## src/rtl/traffic_sensor_conditioner.sv

```systemverilog
// Front-end conditioner for the traffic light controller: synchronizes and debounces the
// raw car sensors and mode buttons, strobes button presses and counts rejected glitches.
module traffic_sensor_conditioner #(
    parameter int DB_CNT = 4,
    parameter int CNT_W  = 3
) (
    input  logic       clk,
    input  logic       rstn,
    input  logic       ta_raw,
    input  logic       tb_raw,
    input  logic       p_raw,
    input  logic       r_raw,
    output logic       ta,
    output logic       tb,
    output logic       p_pulse,
    output logic       r_pulse,
    output logic [7:0] glitch_cnt
);

    typedef enum logic {
        STABLE = 1'b0,
        PEND   = 1'b1
    } chState_t;

    localparam int                NCH  = 4;
    localparam logic [CNT_W-1:0] LAST = CNT_W'(DB_CNT - 1);

    // Channel order in every vector: 0 = ta, 1 = tb, 2 = p, 3 = r.
    logic [NCH-1:0]   r_s1;
    logic [NCH-1:0]   r_s2;
    logic [NCH-1:0]   r_q;
    logic [NCH-1:0]   r_qDly;
    logic [NCH-1:0]   w_qNext;
    logic [NCH-1:0]   w_reject;
    logic [NCH-1:0]   w_rise;
    chState_t         r_state     [NCH];
    chState_t         w_stateNext [NCH];
    logic [CNT_W-1:0] r_cnt       [NCH];
    logic [CNT_W-1:0] w_cntNext   [NCH];
    logic             r_pPulse;
    logic             r_rPulse;
    logic [7:0]       r_glitchCnt;

    always_ff @(posedge clk or negedge rstn) begin
        if (!rstn) begin
            r_s1 <= '0;
            r_s2 <= '0;
        end else begin
            r_s1 <= {r_raw, p_raw, tb_raw, ta_raw};
            r_s2 <= r_s1;
        end
    end

    always_ff @(posedge clk or negedge rstn) begin
        if (!rstn) begin
            for (int i = 0; i < NCH; i++) r_state[i] <= STABLE;
        end else begin
            for (int i = 0; i < NCH; i++) r_state[i] <= w_stateNext[i];
        end
    end

    always_comb begin
        for (int i = 0; i < NCH; i++) begin
            w_stateNext[i] = r_state[i];
            case (r_state[i])
                STABLE: if (r_s2[i] != r_q[i]) w_stateNext[i] = PEND;
                PEND:   if (r_s2[i] == r_q[i] || r_cnt[i] == LAST) w_stateNext[i] = STABLE;
                default: w_stateNext[i] = STABLE;
            endcase
        end
    end

    // A PEND cycle that sees the old level again is a rejected glitch.
    always_comb begin
        w_qNext  = r_q;
        w_reject = '0;
        for (int i = 0; i < NCH; i++) begin
            w_cntNext[i] = '0;
            case (r_state[i])
                STABLE: if (r_s2[i] != r_q[i]) w_cntNext[i] = CNT_W'(1);
                PEND: begin
                    if (r_s2[i] == r_q[i])   w_reject[i] = 1'b1;
                    else if (r_cnt[i] == LAST) w_qNext[i] = ~r_q[i];
                    else                       w_cntNext[i] = r_cnt[i] + CNT_W'(1);
                end
                default: w_cntNext[i] = '0;
            endcase
        end
    end

    assign w_rise = r_q & ~r_qDly;

    always_ff @(posedge clk or negedge rstn) begin
        if (!rstn) begin
            for (int i = 0; i < NCH; i++) r_cnt[i] <= '0;
            r_q         <= '0;
            r_qDly      <= '0;
            r_pPulse    <= 1'b0;
            r_rPulse    <= 1'b0;
            r_glitchCnt <= '0;
        end else begin
            for (int i = 0; i < NCH; i++) r_cnt[i] <= w_cntNext[i];
            r_q      <= w_qNext;
            r_qDly   <= r_q;
            // Release outranks parade; a coincident parade edge is dropped.
            r_pPulse <= w_rise[2] & ~w_rise[3];
            r_rPulse <= w_rise[3];
            if (|w_reject && r_glitchCnt != 8'hFF) r_glitchCnt <= r_glitchCnt + 8'd1;
        end
    end

    assign ta         = r_q[0];
    assign tb         = r_q[1];
    assign p_pulse    = r_pPulse;
    assign r_pulse    = r_rPulse;
    assign glitch_cnt = r_glitchCnt;

endmodule

```

## config.mk

```make
export PLATFORM = sky130hd
export DESIGN_NAME = traffic_sensor_conditioner
export DESIGN_NICKNAME = d
export VERILOG_FILES = /design/src/rtl/traffic_sensor_conditioner.sv
export SDC_FILE = /design/constraint.sdc
export NUM_CORES = 1
export LEC_CHECK = 0
export ABC_AREA = 1
export CAP_MARGIN = 20
export CORE_MARGIN = 2
export CORE_UTILIZATION = 38
export CTS_BUF_LIST = sky130_fd_sc_hd__clkbuf_16
export DETAILED_ROUTE_END_ITERATION = 8
export HOLD_SLACK_MARGIN = 0.02
export PLACE_DENSITY_LB_ADDON = 0.2
export SETUP_SLACK_MARGIN = 0.3
export SLEW_MARGIN = 20
export SYNTH_ARGS = -nofsm -noshare
export SYNTH_HDL_FRONTEND = slang
export SYNTH_SLANG_ARGS = --single-unit
```

## constraint.sdc

```tcl
create_clock -name clk -period 1.9 [get_ports clk]
set_input_delay 0.285 -clock clk [delete_from_list [all_inputs] [get_ports clk]]
set_output_delay 0.285 -clock clk [all_outputs]
set_load 0.05 [all_outputs]
```

# Word level (Yosys, flattened, before mapping)
# Index checks and enable logic that the tools add are counted.
# word_totals
rom_bits,0
register_bits,42
ramBits,0
latch_bits,0
wordCells,98
input_bits,6
mem_count,0
# classes
muxes,36
multipliers,0
shifts,0
div_mod_pow,0
add_sub_neg,5
order_cmp,0
n_reduce_logical,10
eq_ne,13
bitwise,16
# ops
op,count
$mux 3,8
$pmux 3 s2,4
$mux 1,20
$not 1->1,13
$add 3x1->3 const B,4
$eq 3x2->1 const B,4
$reduce_and 3->1,4
$add 8x1->8 const B,1
$ne 8x8->1 const B,1
$pmux 1 s2,4
$and 4x4->4,1
$eq 1x1->1,4
$logic_or 1x1->1,4
$ne 1x1->1,4
$not 4->4,1
$reduce_or 4->1,1
$and 1x1->1,1
$logic_and 1x1->1,1

# Longest topological paths before layout
# Gate-level depths: netlist (run 1).
# depth
ltp_word,5
mapped_depth,8
depth_no_buf,8

# Worst setup path before layout (run 1)
# OpenSTA, ideal clock, no wires.
# synth_path
path_type,register -> register
from,"register r_glitchCnt[0], in the netlist glitch_cnt[0]"
to,"register r_glitchCnt[6], in the netlist glitch_cnt[6]"
setup_time_ns,0.066
slack_ns,0.239
n_path_buf,0
t_arrival_ns,1.595
path_stages_with_launch,8
path_cell_list,dfrtp_1 > ha_1 > nand3_2 > nor2_4 > nand3_4 > o21ai_4 > nand2_1 > nand2_1
# synth_via
elab_chain_cells,2
word_cells_on_any_way,3
cone_classes,add/sub (1); eq/ne (1); reduce/logical (1)
# synth_rtl
item,line_no,text
start: declaration,42,logic [7:0] r_glitchCnt;
start signal: assignment,108,if (|w_reject && r_glitchCnt != 8'hFF) r_glitchCnt <= r_glitchCnt + 8'd1;
branches (longest 2 deep; another with $add 8x1->8),-,
# Several ways; the timed one is not identified.
# A chain may end at the register's enable or synchronous reset.

# Worst setup path in the final report (run 1)
# layout_path
from,"register r_glitchCnt[3], in the netlist glitch_cnt[3]"
to,output port glitch_cnt[3]
# layout_rtl
item,line_no,text
end: declaration,17,output logic [7:0] glitch_cnt
# No word-level cell between the ends.

==> results.cfg, run 1 <==
[power]
sw_frac_of_total_pct = 38.6
p_per_area_nw_per_um2 = 1530
p_leak_nw = 1.05
switchingPower_mw = 1.19
p_clk_share_pct = 24.8
ir_drop_mv = 0.609
power_frac_seq_pct = 40.9
p_int_mw = 1.89
p_comb_share_pct = 34.3

[floorplanning]
ios = 18
row_count = 23
core_um2 = 4060
die_x_um = 69.6
initial_core_util_pct = 40.2
die-area_um2 = 4840
die_y_um = 69.6

[worst_setup_path]
required_ns = 1.62
max_stage_delay_ns = 0.55
critPathSlowestCell = dlygate4sd2_1
cp-start-kind = register
path_class = reg -> out
cp_top_family = buffers and inverters
cp.arrival_ns = 1.26
critPathBufInv = 1
cp-end-kind = output pin
path_max_fanout = 5
crit_chain = dlygate4sd2_1

[logic_synthesis]
ys_ff_latch = 40
synth_nets = 179
postSynthAreaPerCell_um2 = 9.72
ys_warn_count = 0
ys_seq_area_share_pct = 61.3
synthesis.area_um2 = 1630
synth_cell_types = 18
netlist_instances = 168

[clocking]
cts_root_buf = clkbuf_16
cts_max_level = 2
cts_sinks = 40
cts_max_path_buffers = 2
insertion_delay_ns = 0.28
clkSlewWorstSetupHoldPaths_ns = 0.06
postCtsSetupBuffers = 0
cts_tree = built
cts_inserted_buffers = 5

[grt]
globalRouteMet3Util_pct = 3.63
met2_usage_pct = 21.7
use_met1_pct = 14.0
grt_antenna_before_repair = 0
grt_pass1_vias = 1124
grtUsageTotal_pct = 12.6
grt_start_max_net_pins = 25
grt_busiest_layer = met2
grt_pass1_wl_um = 4730
overflow = 0

[drt]
drtIter0Drc = 39
drc_errors = 0
ant_nets = 0
routed_wl_um = 2580
vias_per_cell = 4.65
drt-pass1-iter-count = 4
drt-wirelength-per-cell_um = 10.6
vias = 1134

[final_layout]
area_growth_pct = 23.0
fin_nets = 205
drive_above_1_share_pct = 8.76
diodes = 0
final_util_pct = 49.5

[timing]
worst_pin_slew_ns = 0.488
post-route-period-util_pct = 81.2
tns_ns = 0
finalCriticalPeriod_ns = 1.54
hold_viol_final = 0
fmax_mhz = 648
slew-limit-headroom_pct = 67.6
maxSlewViolCount = 0
rsz0062_at_grt = no
finalSetupViolations = 0
clock_skew_ns = 0.00351

[placed_design]
hpwl_um = 2000
io_buffer_count = 17
place.gp.congestion = 0.732

[run_status]
status = finished, final reports clean

[flow_run]
maxCapViolations = 0

[worst_hold_path]
min_path_type = reg -> reg
-- worst paths after layout --
check	startpoint	endpoint	slack, ns	cells after the start
min in group asynchronous	rstn	glitch_cnt[6]	0.47	2
max in group asynchronous	rstn	r_q[2]	0.97	3
worst max register to register	glitch_cnt[0]	glitch_cnt[0]	0.55	7
worst max-delay path	glitch_cnt[3]	glitch_cnt[3]	0.36	1
worst min register to register	r_s1[1]	r_s2[1]	0.35	0
worst min-delay path	r_s1[1]	r_s2[1]	0.35	0
-- worst reg2reg max path, cell delays in order, from the launching register on --
cell,delay [ns]
dfrtp_2,0.39
ha_1,0.21
nand3_2,0.13
nor2_4,0.14
nand3_4,0.13
o21ai_4,0.14
nand2_1,0.08
nand2_1,0.06
-- timing repair --
action	4_1_cts	5_1_grt
setup endpoints to repair	10	0
hold endpoints to repair	16	0
resized for setup	10	0
hold buffers	1	0
-- placed cells by master (no fill, tap or decap), drive strengths merged, types with 3 or more instances in the layout --
master,synthesis,routed
nand2,58,58
nor3,5,5
dfrtp,40,40
o21ai,5,5
dlygate4sd2,0,10
inv,20,20
xor2,3,3
buf,0,4
clkbuf,0,5
a21oi,4,4
nand3,18,18
nor2,7,7
clkdlybuf4s50,0,4
ha,5,5
-- layout make-up --
cell class | count | area [um2]
timing repair buffer | 19 | 178
clock inverter | 2 | 7.51
inverter | 20 | 75.1
fill | 366 | 2050
multi-input combinational | 108 | 557
tap | 50 | 62.6
sequential | 40 | 1000
clock buffer | 5 | 125
-- per-stage QoR --
step | setup WS [ns] | hold WS [ns] | power [mW] | instance area (um2) | std cells
detailed placement | 0.368 | 0.245 | 2.42 | 1880 | 236
floorplan | 0.405 | -0.0106 | 2.06 | 1640 | 168
global placement | 0.379 | 0.239 | 2.36 | 1880 | 236
finish | 0.358 | 0.345 | 3.08 | 2010 | 244
global route | 0.305 | 0.354 | 3.32 | 2010 | 244
CTS | 0.349 | 0.346 | 3.12 | 2010 | 244
-- cell families (layout without fill, tap and decap cells) --
| family | Yosys count | count (layout) | synth area share (%) |
|---|---|---|---|
| DFF | 40 | 40 | 61.3 |
| xor gates and xnor gates | 5 | 5 | 2.68 |
| buffers and inverters | 20 | 46 | 4.60 |
| AOI/OAI and AO/OA | 9 | 9 | 3.45 |
| and+or+nand+nor | 89 | 89 | 24.1 |
| adders and majority gates | 5 | 5 | 3.83 |
-- Yosys cell counts (all sizes together) --
| cell type | count | area (um2) |
|---|---|---|
| xnor2 | 2 | 17.5 |
| nor2 | 7 | 36.3 |
| o21ai | 5 | 36.3 |
| dfrtp | 40 | 1000 |
| inv | 20 | 75.1 |
| nand3 | 18 | 108 |
| nand2 | 58 | 218 |
| ha | 5 | 62.6 |
| a21oi | 4 | 20.0 |
| xor2 | 3 | 26.3 |
| nor3 | 5 | 25.0 |
| nand3b | 1 | 7.51 |
-- state kept, by name, indices dropped and copies added, names as in the netlist --
name / flops
r_cnt: 12
glitch_cnt: 8
r_q: 4
r_s1: 4
r_s2: 4
r_state: 4
r_qDly: 2
p_pulse: 1
r_pulse: 1
-- power by group through the flow --
stage / logic [mW] / registers (mW) / clock network, mW
3_3_place_gp: 1.10 / 1.26 / 0
6_report: 1.06 / 1.26 / 0.763
2_1_floorplan: 0.511 / 1.55 / 0
4_1_cts: 1.08 / 1.26 / 0.782
3_5_place_dp: 1.13 / 1.28 / 0
5_1_grt: 1.20 / 1.30 / 0.822
-- per-layer routing --
layer / share of wire [%] / up-vias
li1: - / 582
met1: 45 / 528
met2: 49 / 17
met3: 3.8 / 7
met4: 2.4 / 0
met5: 0 / -
Power figures use the tool's default switching activity.
==> run 2, diff against run 1 <==
Clock period 1.9 ns to 1.35 ns, I/O delays scaled along.
==> results.cfg, run 2 (synthesis gave the netlist of run 1 again) <==
[run_status]
status = finished, final reports clean

[power]
power_frac_seq_pct = 36.0
p_int_mw = 3.27
p_clk_share_pct = 22.0
sw_frac_of_total_pct = 37.0
p_leak_nw = 1.15
switchingPower_mw = 1.92
p_comb_share_pct = 42.0
finalPower_mw = 5.20
p_per_area_nw_per_um2 = 2210
ir_drop_mv = 0.843

[floorplanning]
die_y_um = 69.6
core_um2 = 4060
ios = 18
die_x_um = 69.6
row_count = 23
die-area_um2 = 4840
initial_core_util_pct = 40.2

[timing]
hold_viol_final = 0
rsz0062_at_grt = yes
timing.hold.ws_ns = 0.346
worst_pin_slew_ns = 0.387
maxSlewViolCount = 0
tns_ns = 0
slew-limit-headroom_pct = 74.2
finalSetupViolations = 0
clock_skew_ns = 0.00481
fmax_mhz = 757
post-route-period-util_pct = 97.8
finalCriticalPeriod_ns = 1.32

[worst_setup_path]
path_class = reg -> out
required_ns = 1.15
cp-end-kind = output pin
crit_start = glitch_cnt[0]
reg2reg_from = glitch_cnt[0]
path_max_fanout = 3
cp-start-kind = register
cp.arrival_ns = 1.12

[final_layout]
final_cell_mix = 55 x nand2_1, 30 x dfrtp_1, 19 x inv_1
regMostFlops = r_cnt
largest_reg_flops = 12
drive_above_1_share_pct = 31.3
diodes = 0
fin_cells = 261
area_growth_pct = 43.9
fin_nets = 221
final_area_um2 = 2350
nFillCells = 330
layout_commonest_cell = nand2_1

[grt]
grt_pass1_wl_um = 5040
grtUsageTotal_pct = 13.8
grt_pass1_vias = 1150
overflow = 0
grt_start_max_net_pins = 27
grt_antenna_before_repair = 0

[worst_hold_path]
hp-start = r_s1[0]
min_path_type = reg -> reg

[clocking]
clkSlewWorstSetupHoldPaths_ns = 0.06
cts_tree = built
cts_sinks = 40
cts_inserted_buffers = 5
cts_max_level = 2
cts_max_path_buffers = 2
cts_root_buf = clkbuf_16
insertion_delay_ns = 0.29

[drt]
vias = 1210
drt-wirelength-per-cell_um = 11.4
ant_nets = 0
drc_errors = 0
routed_wl_um = 2980
drtIter0Drc = 69
vias_per_cell = 4.64
drt-pass1-iter-count = 5

[placed_design]
hpwl_um = 1950
dpl.cell_count = 236
io_buffer_count = 17
place_area_um2 = 2030
place.gp.congestion = 0.783

[flow_run]
maxCapViolations = 0
[run 2: cell types whose count changed in the layout (fill, tap and decap cells not counted), sizes merged]
cell	before	now
dlygate4sd2	10	0
clkinv	2	3
buf	4	30
[run 2: layer usage]
layer  share of wire (%)  wire (um)  global-route usage, %  vias to the layer above
met5                   0          0                      0                        -
met4                 2.8         83                   8.28                        0
met3                 4.9        147                   6.25                        9
met2                  51       1520                   21.8                       25
met1                  41       1230                   15.2                      561
li1                    -          -                      -                      615
[run 2: power by group through the flow]
stage	clock, mW	sequential [mW]	combinational [mW]
finish	1.14	1.87	2.18
global route	1.23	1.92	2.38
CTS	1.17	1.86	2.09
detailed placement	0	1.92	1.87
floorplan	0	2.22	0.745
global placement	0	1.89	1.84
[run 2: worst paths after layout]
| kind | endpoint | slack, ns | depth (start not counted) |
|---|---|---|---|
| hold / removal | r_s2[0] | 0.35 | 0 |
| setup / recovery | glitch_cnt[0] | 0.03 | 3 |
| max in group asynchronous | r_q[0] | 0.52 | 3 |
| hold reg to reg | r_s2[0] | 0.35 | 0 |
| setup reg to reg | glitch_cnt[4] | 0.07 | 7 |
| min in group asynchronous | r_state[2] | 0.37 | 2 |
[run 2: what timing repair did]
action / 4_1_cts / 5_1_grt
setup endpoints to repair: 19 / 28
hold buffers: 1 / 0
pin swaps: 5 / 8
hold endpoints to repair: 14 / 0
setup buffers: 13 / 3
resized for setup: 4 / 11
[run 2: area by class of cell]
type | count | area (um2) | area share (%)
Clock buffer | 5 | 125 | 5.32
Inverter | 20 | 75.1 | 3.19
Timing Repair Buffer | 35 | 439 | 18.7
Sequential cell | 40 | 1010 | 43.1
Tap cell | 50 | 62.6 | 2.66
Clock inverter | 3 | 18.8 | 0.799
Multi-Input combinational cell | 108 | 616 | 26.2
[run 2: through the flow]
| step | utilization [%] | setup WS, ns |
|---|---|---|
| after global placement | 50.0 | 0.0706 |
| final | 57.9 | 0.0298 |
| after detailed placement | 50.0 | 0.0200 |
| after global routing | 57.9 | -0.0133 |
| after CTS | 56.5 | 0.0661 |
| after floorplan | - | -0.0663 |
[run 2: worst max-delay path, cell delays in order (launching register included)]
cell and delay (ns):
dfrtp_2 0.44, buf_4 0.15, buf_6 0.11, buf_12 0.13
==> run 3, diff against run 2 <==
Settings changed: CAP_MARGIN 20 to 40.
==> results of run 3 <==
Final layout, timing and power as in run 2 (identical DEF).
